[src/rtl/seq_normalizer.sv]
// Iterative normaliser: shifts a word one bit per clock toward the chosen end
// until that end bit is 1, then reports the normalised word and the shift count.
module seq_normalizer #(
    parameter int WIDTH = 8,
    parameter int SHW   = 3
) (
    input  logic             clk,
    input  logic             rst,
    input  logic             in_valid,
    output logic             in_ready,
    input  logic [WIDTH-1:0] data_in,
    input  logic             dir,
    output logic             out_valid,
    input  logic             out_ready,
    output logic [WIDTH-1:0] data_out,
    output logic [SHW-1:0]   shift_amt,
    output logic             zero
);

    localparam logic [1:0] S_IDLE  = 2'd0;
    localparam logic [1:0] S_SHIFT = 2'd1;
    localparam logic [1:0] S_DONE  = 2'd2;

    logic [1:0]       state_q,     state_d;
    logic [WIDTH-1:0] work_q,      work_d;
    logic             dir_q,       dir_d;
    logic [SHW-1:0]   count_q,     count_d;
    logic [WIDTH-1:0] data_out_q,  data_out_d;
    logic [SHW-1:0]   shift_amt_q, shift_amt_d;
    logic             zero_q,      zero_d;
    logic             out_valid_q, out_valid_d;
    logic             target_bit;

    assign target_bit = dir_q ? work_q[0] : work_q[WIDTH-1];

    always_comb begin
        state_d     = state_q;
        work_d      = work_q;
        dir_d       = dir_q;
        count_d     = count_q;
        data_out_d  = data_out_q;
        shift_amt_d = shift_amt_q;
        zero_d      = zero_q;
        out_valid_d = out_valid_q;

        case (state_q)
            S_IDLE: begin
                if (in_valid) begin
                    work_d  = data_in;
                    dir_d   = dir;
                    count_d = '0;
                    // An all-zero word never reaches the target bit, so finish at once.
                    if (data_in == '0) begin
                        state_d     = S_DONE;
                        out_valid_d = 1'b1;
                        zero_d      = 1'b1;
                        data_out_d  = '0;
                        shift_amt_d = '0;
                    end else begin
                        state_d = S_SHIFT;
                    end
                end
            end
            S_SHIFT: begin
                if (target_bit) begin
                    state_d     = S_DONE;
                    out_valid_d = 1'b1;
                    data_out_d  = work_q;
                    shift_amt_d = count_q;
                    zero_d      = 1'b0;
                end else begin
                    work_d  = dir_q ? (work_q >> 1) : (work_q << 1);
                    count_d = count_q + SHW'(1);
                end
            end
            S_DONE: begin
                if (out_ready) begin
                    state_d     = S_IDLE;
                    out_valid_d = 1'b0;
                end
            end
            default: begin
                state_d     = S_IDLE;
                out_valid_d = 1'b0;
            end
        endcase
    end

    always_ff @(posedge clk or posedge rst) begin
        if (rst) begin
            state_q     <= S_IDLE;
            work_q      <= '0;
            dir_q       <= 1'b0;
            count_q     <= '0;
            data_out_q  <= '0;
            shift_amt_q <= '0;
            zero_q      <= 1'b0;
            out_valid_q <= 1'b0;
        end else begin
            state_q     <= state_d;
            work_q      <= work_d;
            dir_q       <= dir_d;
            count_q     <= count_d;
            data_out_q  <= data_out_d;
            shift_amt_q <= shift_amt_d;
            zero_q      <= zero_d;
            out_valid_q <= out_valid_d;
        end
    end

    assign in_ready  = (state_q == S_IDLE);
    assign out_valid = out_valid_q;
    assign data_out  = data_out_q;
    assign shift_amt = shift_amt_q;
    assign zero      = zero_q;

endmodule

[config.mk]
export PLATFORM = sky130hd
export DESIGN_NAME = seq_normalizer
export DESIGN_NICKNAME = d
export VERILOG_FILES = /design/src/rtl/seq_normalizer.sv
export SDC_FILE = /design/constraint.sdc
export NUM_CORES = 1
export LEC_CHECK = 0
export BUFFER_PORTS_ARGS = -buffer_cell sky130_fd_sc_hd__buf_2
export CAP_MARGIN = 40
export CELL_PAD_IN_SITES_DETAIL_PLACEMENT = 1
export CELL_PAD_IN_SITES_GLOBAL_PLACEMENT = 1
export CORE_MARGIN = 5
export CORE_UTILIZATION = 45
export CTS_CLUSTER_SIZE = 12
export DETAILED_ROUTE_END_ITERATION = 12
export GPL_ROUTABILITY_DRIVEN = 1
export PLACE_DENSITY_LB_ADDON = 0.12
export SYNTH_ARGS = -nofsm -noshare
export SYNTH_HDL_FRONTEND = slang
export SYNTH_SLANG_ARGS = --single-unit
[constraint.sdc]
create_clock -name clk -period 3.6 [get_ports clk]
set_input_delay 0.72 -clock clk [delete_from_list [all_inputs] [get_ports clk]]
set_output_delay 0.72 -clock clk [all_outputs]
set_load 0.01 [all_outputs]
; ---- Word-level counts from Yosys, hierarchy flattened
; Index checks and enable logic that the tools add are counted.
[classes]
add_sub_neg = 1
n_eq_ne = 7
n_mux = 28
n_reduce_logical = 8
[op_table]
columns = cell, count
row1 = 8-bit two-way mux, 6
row2 = 8-bit case mux with 2 select lines, 2
row3 = 3-bit two-way mux, 5
row4 = 3-bit case mux with 2 select lines, 2
row5 = 8-bit zero test, 1
row6 = 2-bit two-way mux, 4
row7 = "2-bit != test, second input constant", 4
row8 = 4-bit AND reduction, 2
row9 = 1-bit two-way mux, 6
row10 = 2-bit case mux with 3 select lines, 1
row11 = 3-bit AND reduction, 2
row12 = "3-bit by 1-bit adder with 3-bit output, second input constant", 1
row13 = 1-bit case mux with 3 select lines, 1
row14 = "2-bit by 1-bit equality test with 1-bit output, second input constant", 1
row15 = "2-bit equality test, second input constant", 1
row16 = 2-bit zero test, 1
row17 = "2-bit by 1-bit != test with 1-bit output, second input constant", 1
row18 = 1-bit case mux with 2 select lines, 1
row19 = 2-bit AND reduction, 1
row20 = 2-bit nonzero test, 1
[word_totals]
register_bits = 27
inputBits = 13
word_cells = 52

; ---- Depth between registers and ports, before layout
[depth]
ltp_word = 4
ltp_mapped = 4

; ---- Worst setup path after synthesis
; No wires, ideal clock.
[synth_timing]
path_kind = in2reg
start = in data_in[2]
end = reg data_out_q[0], in the netlist data_out[0]
t_arrival_ns = 1.535
setup_slack_ns = 1.929
cell_stages = 4
path_buffers = 1
cell_sequence = nor4_1 > and3_1 > buf_4 > o22ai_1
[synth_between]
elab_chain_len = 3
[synth_rtl]
columns = item, line
row1 = start: declaration, 11  ; input logic [WIDTH-1:0] data_in,
row2 = 8-bit zero test, 53  ; if (data_in == '0) begin
row3 = 2-bit by 1-bit != test with 1-bit output (no source line), --
row4 = 4-bit AND reduction (no source line), --
row5 = end signal: assignment, 104  ; data_out_q <= data_out_d;
row6 = end: declaration, 28  ; logic [WIDTH-1:0] data_out_q, data_out_d;
; Every way passes these cells.
; A chain may end at the register's enable or synchronous reset.

; ---- Final worst setup path
[layout_timing]
start = reg dir_q
end = reg work_q[5]
[layout_between]
elab_chain_len = 3
elab_cells_between_ends = 6
classes_between = eq/ne (1) / mux (4) / reduce/logical (1)
[layout_rtl]
columns = item, line
row1 = start: declaration, 26  ; logic dir_q, dir_d;
row2 = start signal: assignment, 102  ; dir_q <= dir_d;
row3 = 8-bit two-way mux / 1-bit two-way mux (equally long branches), "72, 34"
row4 = 8-bit two-way mux / 2-bit != test (equally long branches), --
row5 = 8-bit case mux with 2 select lines / 3-bit AND reduction (equally long branches), --
row6 = end signal: assignment, 101  ; work_q <= work_d;
row7 = end: declaration, 25  ; logic [WIDTH-1:0] work_q, work_d;
; Several ways; a longest one is shown, not always the timed one. The select of a mux whose other input is x is not followed.

==> results.yml <==
clock_tree:
  cts_hold_buf: 0
  path_clk_slew_ps: 150
  cts_tree: "built"
  cts_setup_buffers: 0
  root_buffer: "clkbuf_4"
  post_cts_resized: 0
  htree_levels: 1
  clk_latency_ps: 320
  cts_sinks: 27
  clk_path_buf_depth: 2
  cts_inserted_buffers: 3
finish:
  final_common_cell: "dfrtp_1"
  final_cell_mix: "dfrtp_1, buf_2, o21ai_1"
  drive_gt1_share_pct: 27.3
  n_fill_cell: 325
  synthToLayoutAreaGrowth_pct: 13.6
  diodes: 0
  final_area_sq_um: 1510
  final_nets: 158
floorplan:
  core-area_sq_um: 2810
  chipHeight_um: 64.4
  fp-row-count: 19
  dieWidth_um: 64.4
  fp.dieArea_sq_um: 4150
  start_util_pct: 47.5
  pin_count: 27
synthesis:
  seq_area_frac_synth_pct: 50.7
  synth-seq-cells: 27
  syn_area_per_cell_sq_um: 11.2
  synth.distinct_cells: 33
  synth_fp_nets: 133
  ys_warn_count: 0
  syn-cell-area_sq_um: 1330
  postSynthCellCount: 119
setup_path:
  crit_slowest_cell: "dfrtp_1"
  crit_chain: "mux2i_4 -> a21oi_4 -> a221o_1"
  cp-start-kind: "flip-flop"
  required_ps: 3820
  worstPathArrival_ps: 2290
  path_class: "reg -> reg"
  cp_slowest_stage_delay_ps: 750
  crit_path_max_fanout: 16
  end_kind: "flip-flop"
power_and_ir_drop:
  total_power_mw: 1.33
  power_leakage_nw: 0.692
  p_per_area_nw_per_um2: 877
  ir_drop_v: 0.000412
global_route:
  grt_pass1_wl_mm: 5.46
  grt_pass1_vias: 1081
  antenna_found_initial: 0
  overflow: 0
  grt_usage_pct: 16.9
  grt_max_degree: 21
sta:
  rsz0062_at_grt: "no"
  setup_tns_ps: 0
  hold_violations: 0
  max_freq_mhz: 483
  finClkSkew_ps: 4.58
  timing.final.crit_share_pct: 57.5
  slew_headroom_pct: 43.3
  whs_ps: 420
  slew_violations: 0
  layout_min_cycle_time_ps: 2070
  worst_slew_pin_slew_ps: 851
  setup_viol: 0
job:
  maxCapViolations: 0
placement:
  gp_congestion: 0.762
  place.detailed.hpwl_mm: 2.39
  dpl-instance-area_sq_um: 1490
  port-buffer-count: 26
detailed_routing:
  vias_per_cell: 6.05
  drt_iter0_drc: 44
  postRouteAntennaNets: 0
  vias: 1052
  drt-pass1-iter-count: 4
  drt-total-wl_mm: 3.26
  drc: 0
  wl_per_cell_um: 18.7
hold_path:
  hold_path_class: "in -> async"
run_status:
  status: "complete, no violations"
-- layout make-up --
class | count | area (sq um) | area share (%)
Clock buffer | 4 | 26.3 | 1.74
Inverter | 2 | 7.51 | 0.496
Multi-Input combinational cell | 82 | 601 | 39.7
Sequential cell | 27 | 676 | 44.6
Tap cell | 31 | 38.8 | 2.56
Timing Repair Buffer | 28 | 165 | 10.9
-- metrics by stage --
step / setup slack [ps] / util [%] / cells
after floorplan: 1930 / - / 119
after global placement: 1540 / 52.1 / 169
after detailed placement: 1410 / 53.0 / 170
after CTS: 1520 / 54.0 / 174
after global routing: 1440 / 54.0 / 174
final: 1530 / 54.0 / 174
-- logic make-up (layout without fill, tap and decap cells) --
family	count (synthesis)	after routing	share of synthesized area (%)
compound gates	40	40	23.0
fa+ha+maj	1	1	0.939
flops	27	27	50.7
mux	10	10	8.64
simple gates	31	31	12.5
buf+inv	10	34	4.23
-- Yosys cell counts --
| master | number | area share [%] |
|---|---|---|
| nand3_1 | 3 | 1.1 |
| o2bb2ai_1 | 9 | 5.9 |
| a21oi_4 | 1 | 1.2 |
| mux2_2 | 2 | 1.7 |
| o22ai_1 | 2 | 0.94 |
| nor3_1 | 6 | 2.3 |
| inv_1 | 2 | 0.56 |
| a32oi_1 | 2 | 1.3 |
| o21a_1 | 1 | 0.56 |
| mux2i_4 | 1 | 1.7 |
| ha_1 | 1 | 0.94 |
| or3b_1 | 1 | 0.66 |
| nor3b_2 | 1 | 0.94 |
| and3_1 | 1 | 0.47 |
| nor2_2 | 1 | 0.47 |
| a21o_1 | 2 | 1.1 |
| dfrtp_1 | 27 | 51 |
| buf_2 | 3 | 1.1 |
| mux2i_1 | 7 | 5.3 |
| clkbuf_1 | 2 | 0.56 |
| buf_6 | 1 | 0.85 |
| nor2_4 | 1 | 0.85 |
| nor2_1 | 2 | 0.56 |
| o21ai_1 | 12 | 4.5 |
| nor4_1 | 2 | 0.94 |
| a221oi_2 | 1 | 1.1 |
| nand2b_1 | 1 | 0.47 |
| o221ai_1 | 1 | 0.66 |
| nor2b_1 | 2 | 0.94 |
| a221o_1 | 6 | 4.5 |
| buf_4 | 2 | 1.1 |
| o21ai_0 | 3 | 1.1 |
| nand2_1 | 10 | 2.8 |
-- worst paths after layout --
| path | from | endpoint | slack, ps | depth (start not counted) |
|---|---|---|---|---|
| min reg2reg | zero | zero | 500 | 1 |
| min | rst | data_out[6] | 420 | 2 |
| min in group clk | zero | zero | 500 | 1 |
| max | dir_q | work_q[5] | 1530 | 3 |
| max in group asynchronous | rst | data_out[3] | 2710 | 3 |
| max reg2reg | dir_q | work_q[5] | 1530 | 3 |
-- worst max-delay path: cells and delay by family, from the launching register on --
kind | cells | cell delay [ps]
flops | 1 | 750
compound gates | 2 | 530
mux | 1 | 690
-- flip-flops by register name, indices dropped and copies added, names as in the netlist --
register and count:
work_q 8, count_q 3, data_out 8, zero 1, shift_amt 3, state_q 2, out_valid 1, dir_q 1
-- where the power goes --
part	internal [mW]	switching [mW]	total, mW
logic	0.270	0.347	0.616
clock network	0.0433	0.0875	0.131
registers	0.435	0.146	0.581
total	0.748	0.580	1.33
-- layer usage --
metal	wire length, um	GRT usage [%]	vias up
li1	-	-	502
met1	1510	22.0	526
met2	1600	29.3	22
met3	115	2.59	2
met4	26	4.75	0
met5	0	0	-
Note: power is estimated with default switching activity, not from simulation.
